==> src/rtl/cla_pipelined_addsub_pkg.sv <==
// Shared defaults, 4-bit CLA group primitive and the width/segment consistency check
// used by the pipelined adder/subtractor and its segment logic.
package cla_pipelined_addsub_pkg;

  localparam int DEF_WIDTH = 32;
  localparam int DEF_SEG_W = 8;
  localparam int DEF_SEGS  = DEF_WIDTH / DEF_SEG_W;
  localparam int GRP_W     = 4;

  typedef struct packed {
    logic [GRP_W-1:0] sum;
    logic             p;
    logic             g;
  } cla4_t;

  function automatic bit cfg_ok(input int width, input int seg_w, input int segs);
    return (width == segs * seg_w) && (seg_w % GRP_W == 0) && (segs > 0);
  endfunction

  // Two-level look-ahead inside one 4-bit group; no internal ripple.
  function automatic cla4_t cla4(input logic [3:0] a, input logic [3:0] b, input logic c0);
    logic [3:0] pv;
    logic [3:0] gv;
    logic [3:0] c;
    cla4_t      r;
    pv   = a ^ b;
    gv   = a & b;
    c[0] = c0;
    c[1] = gv[0] | (pv[0] & c0);
    c[2] = gv[1] | (pv[1] & gv[0]) | (pv[1] & pv[0] & c0);
    c[3] = gv[2] | (pv[2] & gv[1]) | (pv[2] & pv[1] & gv[0]) | (pv[2] & pv[1] & pv[0] & c0);
    r.sum = pv ^ c;
    r.p   = &pv;
    r.g   = gv[3] | (pv[3] & gv[2]) | (pv[3] & pv[2] & gv[1]) | (pv[3] & pv[2] & pv[1] & gv[0]);
    return r;
  endfunction

endpackage

==> src/rtl/cla_segment.sv <==
// Combinational SEG_W-bit CLA built from 4-bit groups and a group-level carry unit;
// zero latency, no handshake (pure logic inside one pipeline stage).
module cla_segment
  import cla_pipelined_addsub_pkg::*;
#(
  parameter int SEG_W = DEF_SEG_W
) (
  input  logic [SEG_W-1:0] a,
  input  logic [SEG_W-1:0] b,
  input  logic             cin,
  output logic [SEG_W-1:0] sum,
  output logic             cout,
  output logic             cmsb,
  output logic             p,
  output logic             g
);

  localparam int NG = SEG_W / GRP_W;

  logic [NG:0] gc;

  always_comb begin
    cla4_t grp;
    grp   = '0;
    gc    = '0;
    gc[0] = cin;
    sum   = '0;
    p     = 1'b1;
    g     = 1'b0;
    for (int j = 0; j < NG; j++) begin
      grp                 = cla4(a[j*GRP_W +: GRP_W], b[j*GRP_W +: GRP_W], gc[j]);
      sum[j*GRP_W +: GRP_W] = grp.sum;
      gc[j+1]             = grp.g | (grp.p & gc[j]);
      p                   = p & grp.p;
      g                   = grp.g | (grp.p & g);
    end
  end

  assign cout = gc[NG];
  // Carry into the top bit recovered from that bit's sum and operands.
  assign cmsb = sum[SEG_W-1] ^ a[SEG_W-1] ^ b[SEG_W-1];

endmodule

==> src/rtl/cla_pipelined_addsub.sv <==
// Pipelined CLA add/sub: one segment per stage, latency SEGS cycles, one op/cycle.
// Whole pipe stalls (bubbles kept) when the output is held; in_ready = !out_valid | out_ready.
module cla_pipelined_addsub
  import cla_pipelined_addsub_pkg::*;
#(
  parameter int WIDTH = DEF_WIDTH,
  parameter int SEG_W = DEF_SEG_W,
  parameter int SEGS  = DEF_SEGS
) (
  input  logic             clk,
  input  logic             rst,
  input  logic             in_valid,
  output logic             in_ready,
  input  logic [WIDTH-1:0] in1,
  input  logic [WIDTH-1:0] in2,
  input  logic             cin,
  input  logic             sub,
  output logic             out_valid,
  input  logic             out_ready,
  output logic [WIDTH-1:0] out,
  output logic             cout,
  output logic             ovf,
  output logic             P,
  output logic             G
);

  if (!cfg_ok(WIDTH, SEG_W, SEGS)) begin : g_bad_params
    $error("cla_pipelined_addsub: WIDTH must equal SEGS*SEG_W and SEG_W must be a multiple of 4");
  end

  logic            advance;
  logic [SEGS-1:0] vld;

  assign out_valid = vld[SEGS-1];
  assign advance   = !out_valid || out_ready;
  assign in_ready  = advance;

  always_ff @(posedge clk or posedge rst) begin
    if (rst) begin
      vld <= '0;
    end else if (advance) begin
      vld <= (vld << 1) | SEGS'(in_valid);
    end
  end

  for (genvar k = 0; k < SEGS; k++) begin : g_stage
    localparam int RIN  = WIDTH - k * SEG_W;
    localparam int SACC = (k + 1) * SEG_W;

    logic [RIN-1:0]   a_in;
    logic [RIN-1:0]   b_in;
    logic             c_in;
    logic             p_in;
    logic             g_in;
    logic             v_in;
    logic [SEG_W-1:0] s_seg;
    logic             c_seg;
    logic             cm_seg;
    logic             p_seg;
    logic             g_seg;
    logic [SACC-1:0]  sum_nxt;
    logic [SACC-1:0]  sum_q;
    logic             c_q;
    logic             p_q;
    logic             g_q;
    logic             load;

    if (k == 0) begin : g_head
      assign a_in    = in1;
      assign b_in    = sub ? ~in2 : in2;
      assign c_in    = cin ^ sub;
      assign p_in    = 1'b1;
      assign g_in    = 1'b0;
      assign v_in    = in_valid;
      assign sum_nxt = s_seg;
    end else begin : g_body
      assign a_in    = g_stage[k-1].g_fwd.a_q;
      assign b_in    = g_stage[k-1].g_fwd.b_q;
      assign c_in    = g_stage[k-1].c_q;
      assign p_in    = g_stage[k-1].p_q;
      assign g_in    = g_stage[k-1].g_q;
      assign v_in    = vld[k-1];
      assign sum_nxt = {s_seg, g_stage[k-1].sum_q};
    end

    // Data regs only move with a real op so outputs keep their last value across bubbles.
    assign load = advance && v_in;

    cla_segment #(.SEG_W(SEG_W)) u_seg (
      .a    (a_in[SEG_W-1:0]),
      .b    (b_in[SEG_W-1:0]),
      .cin  (c_in),
      .sum  (s_seg),
      .cout (c_seg),
      .cmsb (cm_seg),
      .p    (p_seg),
      .g    (g_seg)
    );

    always_ff @(posedge clk or posedge rst) begin
      if (rst) begin
        sum_q <= '0;
        c_q   <= 1'b0;
        p_q   <= 1'b0;
        g_q   <= 1'b0;
      end else if (load) begin
        sum_q <= sum_nxt;
        c_q   <= c_seg;
        p_q   <= p_seg & p_in;
        g_q   <= g_seg | (p_seg & g_in);
      end
    end

    if (k < SEGS - 1) begin : g_fwd
      logic [RIN-SEG_W-1:0] a_q;
      logic [RIN-SEG_W-1:0] b_q;
      logic                 cm_unused;

      assign cm_unused = cm_seg;

      always_ff @(posedge clk or posedge rst) begin
        if (rst) begin
          a_q <= '0;
          b_q <= '0;
        end else if (load) begin
          a_q <= a_in[RIN-1:SEG_W];
          b_q <= b_in[RIN-1:SEG_W];
        end
      end
    end else begin : g_last
      logic ovf_q;

      always_ff @(posedge clk or posedge rst) begin
        if (rst) begin
          ovf_q <= 1'b0;
        end else if (load) begin
          ovf_q <= cm_seg ^ c_seg;
        end
      end
    end
  end

  assign out  = g_stage[SEGS-1].sum_q;
  assign cout = g_stage[SEGS-1].c_q;
  assign ovf  = g_stage[SEGS-1].g_last.ovf_q;
  assign P    = g_stage[SEGS-1].p_q;
  assign G    = g_stage[SEGS-1].g_q;

endmodule

==> config.mk <==
export PLATFORM = sky130hd
export DESIGN_NAME = cla_pipelined_addsub
export DESIGN_NICKNAME = d
export VERILOG_FILES = /design/src/rtl/cla_pipelined_addsub_pkg.sv /design/src/rtl/cla_segment.sv /design/src/rtl/cla_pipelined_addsub.sv
export SDC_FILE = /design/constraint.sdc
export NUM_CORES = 1
export LEC_CHECK = 0
export CORE_UTILIZATION = 40
export DETAILED_ROUTE_END_ITERATION = 12
export DONT_BUFFER_PORTS = 1
export GPL_ROUTABILITY_DRIVEN = 1
export GPL_TIMING_DRIVEN = 0
export HOLD_SLACK_MARGIN = 0.06
export PLACE_DENSITY = 0.52
export SKIP_CTS_REPAIR_TIMING = 1
export SLEW_MARGIN = 10
export SYNTH_ARGS = -nofsm -noshare
export SYNTH_HDL_FRONTEND = slang
export SYNTH_SLANG_ARGS = --single-unit
==> constraint.sdc <==
create_clock -name clk -period 16.6 [get_ports clk]
set_clock_uncertainty 0.05 [all_clocks]
set_input_delay 3.32 -clock clk [delete_from_list [all_inputs] [get_ports clk]]
set_output_delay 3.32 -clock clk [all_outputs]
set_load 0.01 [all_outputs]
=== Yosys cells after proc, flatten, opt, wreduce, memory -nomap -nowiden ===
Cells that the tools add are included.

* Mux-type cells: 1
* Bitwise operators: 251
* Reductions and logical operators: 14

{| class="wikitable"
|+ Operator list
! cell !! count
|-
| AND 1 bit || 134
|-
| bitwise OR 1 bit || 87
|-
| XOR 4 bit || 16
|-
| AND 4 bit || 8
|-
| 2-to-1 mux 32 bit || 1
|-
| NOT 32 bit || 1
|-
| AND reduction 4 bit || 8
|-
| logical AND 1 bit || 4
|-
| bitwise OR 4 x 1 -> 4 bit || 1
|-
| XOR 1 bit || 4
|-
| zero test 1 bit || 1
|-
| logical OR 1 bit || 1
|}

* Flip-flop bits (word level): 193
* Input port bits: 70
* Output and inout port bits: 38
* Logic and storage cells: 290

=== Logic depth before layout (Yosys ltp) ===
* Depth after elaboration: 12
* Mapped depth: 10

=== Hierarchy ===
A second synthesis with hierarchy kept.

* Cells, all modules: 713
* Area total of the unflattened synthesis: 9492.9 sq um

{| class="wikitable"
|+ Modules (own cells, without submodules)
! module !! times used !! cells an instance !! area each (sq um)
|-
| cla_pipelined_addsub || 1 || 492 || 7664.9
|-
| cla_segment (g_stage[0].u_seg ...) || 3 || 55 || 461.7
|-
| cla_segment (g_stage[3].u_seg) || 1 || 56 || 442.9
|}

=== Worst setup path before layout ===
Ideal clock, no wire load.

* Path kind: input-to-output
* From: in out_ready
* To: out in_ready
* Arrival: 3.613 ns
* Setup slack: 9.617 ns
* Stages: 2
* Buffers on the path: 1
* Cells stage by stage: nand2b_1 -> buf_2

* Cells in the longest elaborated chain, start to end: 1

{| class="wikitable"
|+ Ends and longest elaborated chain
! element !! line !! RTL
|-
| start, declared || cla_pipelined_addsub.sv:19 || <nowiki>input logic out_ready,</nowiki>
|-
| logical OR 1 bit || cla_pipelined_addsub.sv:35 || <nowiki>assign advance = !out_valid || out_ready;</nowiki>
|-
| end, declared || cla_pipelined_addsub.sv:13 || <nowiki>output logic in_ready,</nowiki>
|}

No other way between the ends.

=== Worst setup path after layout ===
Same ends and word-level chain as after synthesis.

==> metrics <==
period utilization=42.4%; Tmin final=7.04 ns; Via density=5.15; largest fanout on the critical path=10; nets@finish=about 800; cell row count=53; crit path setup slack, layout=9.56 ns; maximum number of pins on one net before global-route repair=110; slowest cell on the critical path=sky130_fd_sc_hd__buf_2; total via count in the routed design=5125; CTS tree=done; startpoint of the worst hold path=vld[2]; internal power=1260 uW; area added between synthesis and finish=10.9%; sum of met3 wire segment lengths after detailed routing=753 um; worst supply voltage drop on vdd=0.0000856 V; HPWL after detailed placement=12900 um; total congestion overflow=0; highest routed metal layer=met4; port bufs=0; number of antenna violations at the first check in global routing=0; max_slew headroom=47.9%; Hold Crit Class=flip-flop to flip-flop; PD cells=201 mW/mm2; Clk pwr share=20.8%; Crit path arrival time=between 3 and 4 ns; cell area after placement=0.00905 mm2; average size of a mapped cell=12.6 um2; clock slew at the register clock pins of the worst setup and hold paths=about 0.070 ns; DRT iter0 DRCs=approximately 180; average wire per standard cell=17.8 um; worst slack at placement=9.56 ns; critical path, cell by cell=nand2b_1, buf_2; delay of the slowest cell on the worst path=0.25 ns; count of maximum capacitance violations=0; antenna-violating nets left=0; Reg-to-Reg End=g_stage[1].g_fwd.a_q[9]; destination of the worst hold path=vld[3]; cell family contributing the most delay on the critical path=buffers and inverters; length of the first detailed-routing pass in iterations=4; drc violations=0; Synth Cell Area=0.00867 mm2; cells on worst reg2reg path=6; buffer type at the clock tree root=sky130_fd_sc_hd__clkbuf_16; total setup violations reported at the end of the flow=0; share of synthesized area occupied by flip-flops and latches=between 50% and 60%; total routing usage reported by global routing=about 17%; Leak=0.00427 uW; via count of the first global-routing pass=5603; number of nets produced by synthesis=800; unrepaired setup endpoints after global routing=no; sort of element at the start of the critical path=input port; number of cells on the worst hold path=2; Met1 Wirelength=~8000 um; number of buffers created by CTS=17; Die Span Y=roughly 150 um; Slew Limit Fails=0; synthesis-stage register bit count=193; overall power consumption=1930 uW; effective utilization at floorplan=41.0%; kind of critical path=input port to output pin; cell taking the most area after synthesis=sky130_fd_sc_hd__dfrtp_1; Syn Inst Count=690; portion of total power attributed to combinational logic=36.6%; hold slack=0.425 ns; type of destination of the critical path=output pin; final weighted congestion in routability-driven placement=around 0.8; Routed WL=17800 um; worst slew pin tran=a little under 0.8 ns; Yosys warning total=0; met2 WL=8940 um; Total Die Area=0.0223 mm2; number of hold violations in the final report=0; run status=finished, final reports clean; Sw Share=34.6%; count of cell types in the netlist=35; top cell type's share of synthesized area=55.7%; share of final-layout standard cells stronger than drive strength 1=24.0%; clk sink count=193; area of the core=around 0.021 mm2; Crit path buffers/inverters=1; worst reg-to-reg setup slack=14.24 ns; overall die width=149 um; switching pwr=668 uW; maximum number of buffers from clock root to sink=2; wire length of the first global-routing pass=~30000 um; Highest Clock Rate=142 MHz; Top Ports=108; worst-skew pair later-pin latency=roughly 0.43 ns; number of H-tree levels=4; aggregate negative setup slack=0 ns; Finished Cell Area=0.00962 mm2; top cells by area, synth=sky130_fd_sc_hd__dfrtp_1, sky130_fd_sc_hd__mux2_2, sky130_fd_sc_hd__ha_1, sky130_fd_sc_hd__xnor2_1, sky130_fd_sc_hd__o21ai_0; data required time at the worst endpoint=13.23 ns; FF-to-FF Start=vld[3]; sequential group share of total power=42.6%
==> placed cells by master (no fill, tap or decap), types with 3 or more instances in the layout <==
cell and count:
sky130_fd_sc_hd__a21o_1 13, sky130_fd_sc_hd__a21oi_1 20, sky130_fd_sc_hd__a31oi_1 3, sky130_fd_sc_hd__buf_2 14, sky130_fd_sc_hd__clkbuf_1 16, sky130_fd_sc_hd__clkbuf_16 17
sky130_fd_sc_hd__clkinvlp_4 3, sky130_fd_sc_hd__dfrtp_1 193, sky130_fd_sc_hd__fa_1 8, sky130_fd_sc_hd__ha_1 32, sky130_fd_sc_hd__inv_1 14, sky130_fd_sc_hd__mux2_2 127
sky130_fd_sc_hd__nand2_1 75, sky130_fd_sc_hd__nand3_1 5, sky130_fd_sc_hd__nand4_1 4, sky130_fd_sc_hd__nor2_1 12, sky130_fd_sc_hd__nor2b_1 5, sky130_fd_sc_hd__o21ai_0 59
sky130_fd_sc_hd__o21ai_1 4, sky130_fd_sc_hd__o21bai_1 3, sky130_fd_sc_hd__o22a_1 3, sky130_fd_sc_hd__o31ai_1 3, sky130_fd_sc_hd__xnor2_1 37, sky130_fd_sc_hd__xor2_1 22
==> cell families (layout without fill, tap and decap cells) <==
logic type / count (synthesis) / after routing / synth area share, %
compound gates: 119 / 119 / 8.16
xor+xnor: 59 / 59 / 5.96
fa+ha+maj: 40 / 40 / 6.46
buf+inv: 46 / 76 / 2.19
flops: 193 / 193 / 55.7
mux: 127 / 127 / 16.5
other cells: 0 / 1 / 0
simple gates: 106 / 106 / 5.06
==> worst max path at each step <==
stage	start	endpoint	slack (ns)	depth (start not counted)
floorplan	rst	G	7.97	1
global placement	rst	out[5]	6.07	1
detailed placement	out_ready	in_ready	9.56	2
CTS	out_ready	in_ready	9.55	2
global route	out_ready	in_ready	9.53	2
finish	out_ready	in_ready	9.56	2
==> registers in the layout (all words and copies together) (netlist names), 3 cells and up <==
signal and cells:
out 32, g_stage.p_q 3, vld 4, g_stage.g_fwd.a_q 48, g_stage.c_q 3, g_stage.sum_q 48, g_stage.g_q 3, g_stage.g_fwd.b_q 48
==> power by group through the flow <==
stage	sequential, uW	combinational (uW)	clock (uW)
2_1_floorplan	787	578	0
3_3_place_gp	831	692	0
3_5_place_dp	837	716	0
4_1_cts	829	722	412
5_1_grt	853	801	433
6_report	823	708	401
==> cell usage after synthesis (all sizes together) <==
library cell / n
nor3: 1
a21oi: 20
o41ai: 1
nand3: 5
o211a: 1
a31oi: 3
o31ai: 3
xor2: 22
buf: 16
o21bai: 3
a21o: 13
nor2b: 5
a211oi: 3
dfrtp: 193
nor2: 12
o31a: 1
o21a: 1
o21ai: 63
and2: 2
ha: 32
fa: 8
inv: 15
nand4: 4
nand2: 75
o22a: 3
and3: 1
nand2b: 1
xnor2: 37
mux2: 127
a211o: 2
a41oi: 2
clkbuf: 15
==> metal layers <==
layer  global-route usage, %  vias to the layer above
li1                        -                     2419
met1                    21.6                     2611
met2                    29.6                       81
met3                    4.95                       14
met4                    4.18                        0
met5                       0                        -
==> through the flow <==
stage          instances  util (%)
3_5_place_dp         966      42.8
6_report             996      45.5
2_1_floorplan        690         -
4_1_cts              995      45.5
5_1_grt              995      45.5
3_3_place_gp         965      42.6
==> layout make-up <==
| class | count | area, um2 |
|---|---|---|
| Antenna cell | 1 | 2.50 |
| Buffer | 31 | 134 |
| Clock buffer | 20 | 457 |
| Clock inverter | 9 | 110 |
| Fill cell | 1926 | 11500 |
| Inverter | 15 | 63.8 |
| Multi-Input combinational cell | 451 | 3650 |
| Sequential cell | 193 | 4830 |
| Tap cell | 275 | 344 |
| Timing Repair Buffer | 1 | 27.5 |
(Power assumes the default switching activity.)
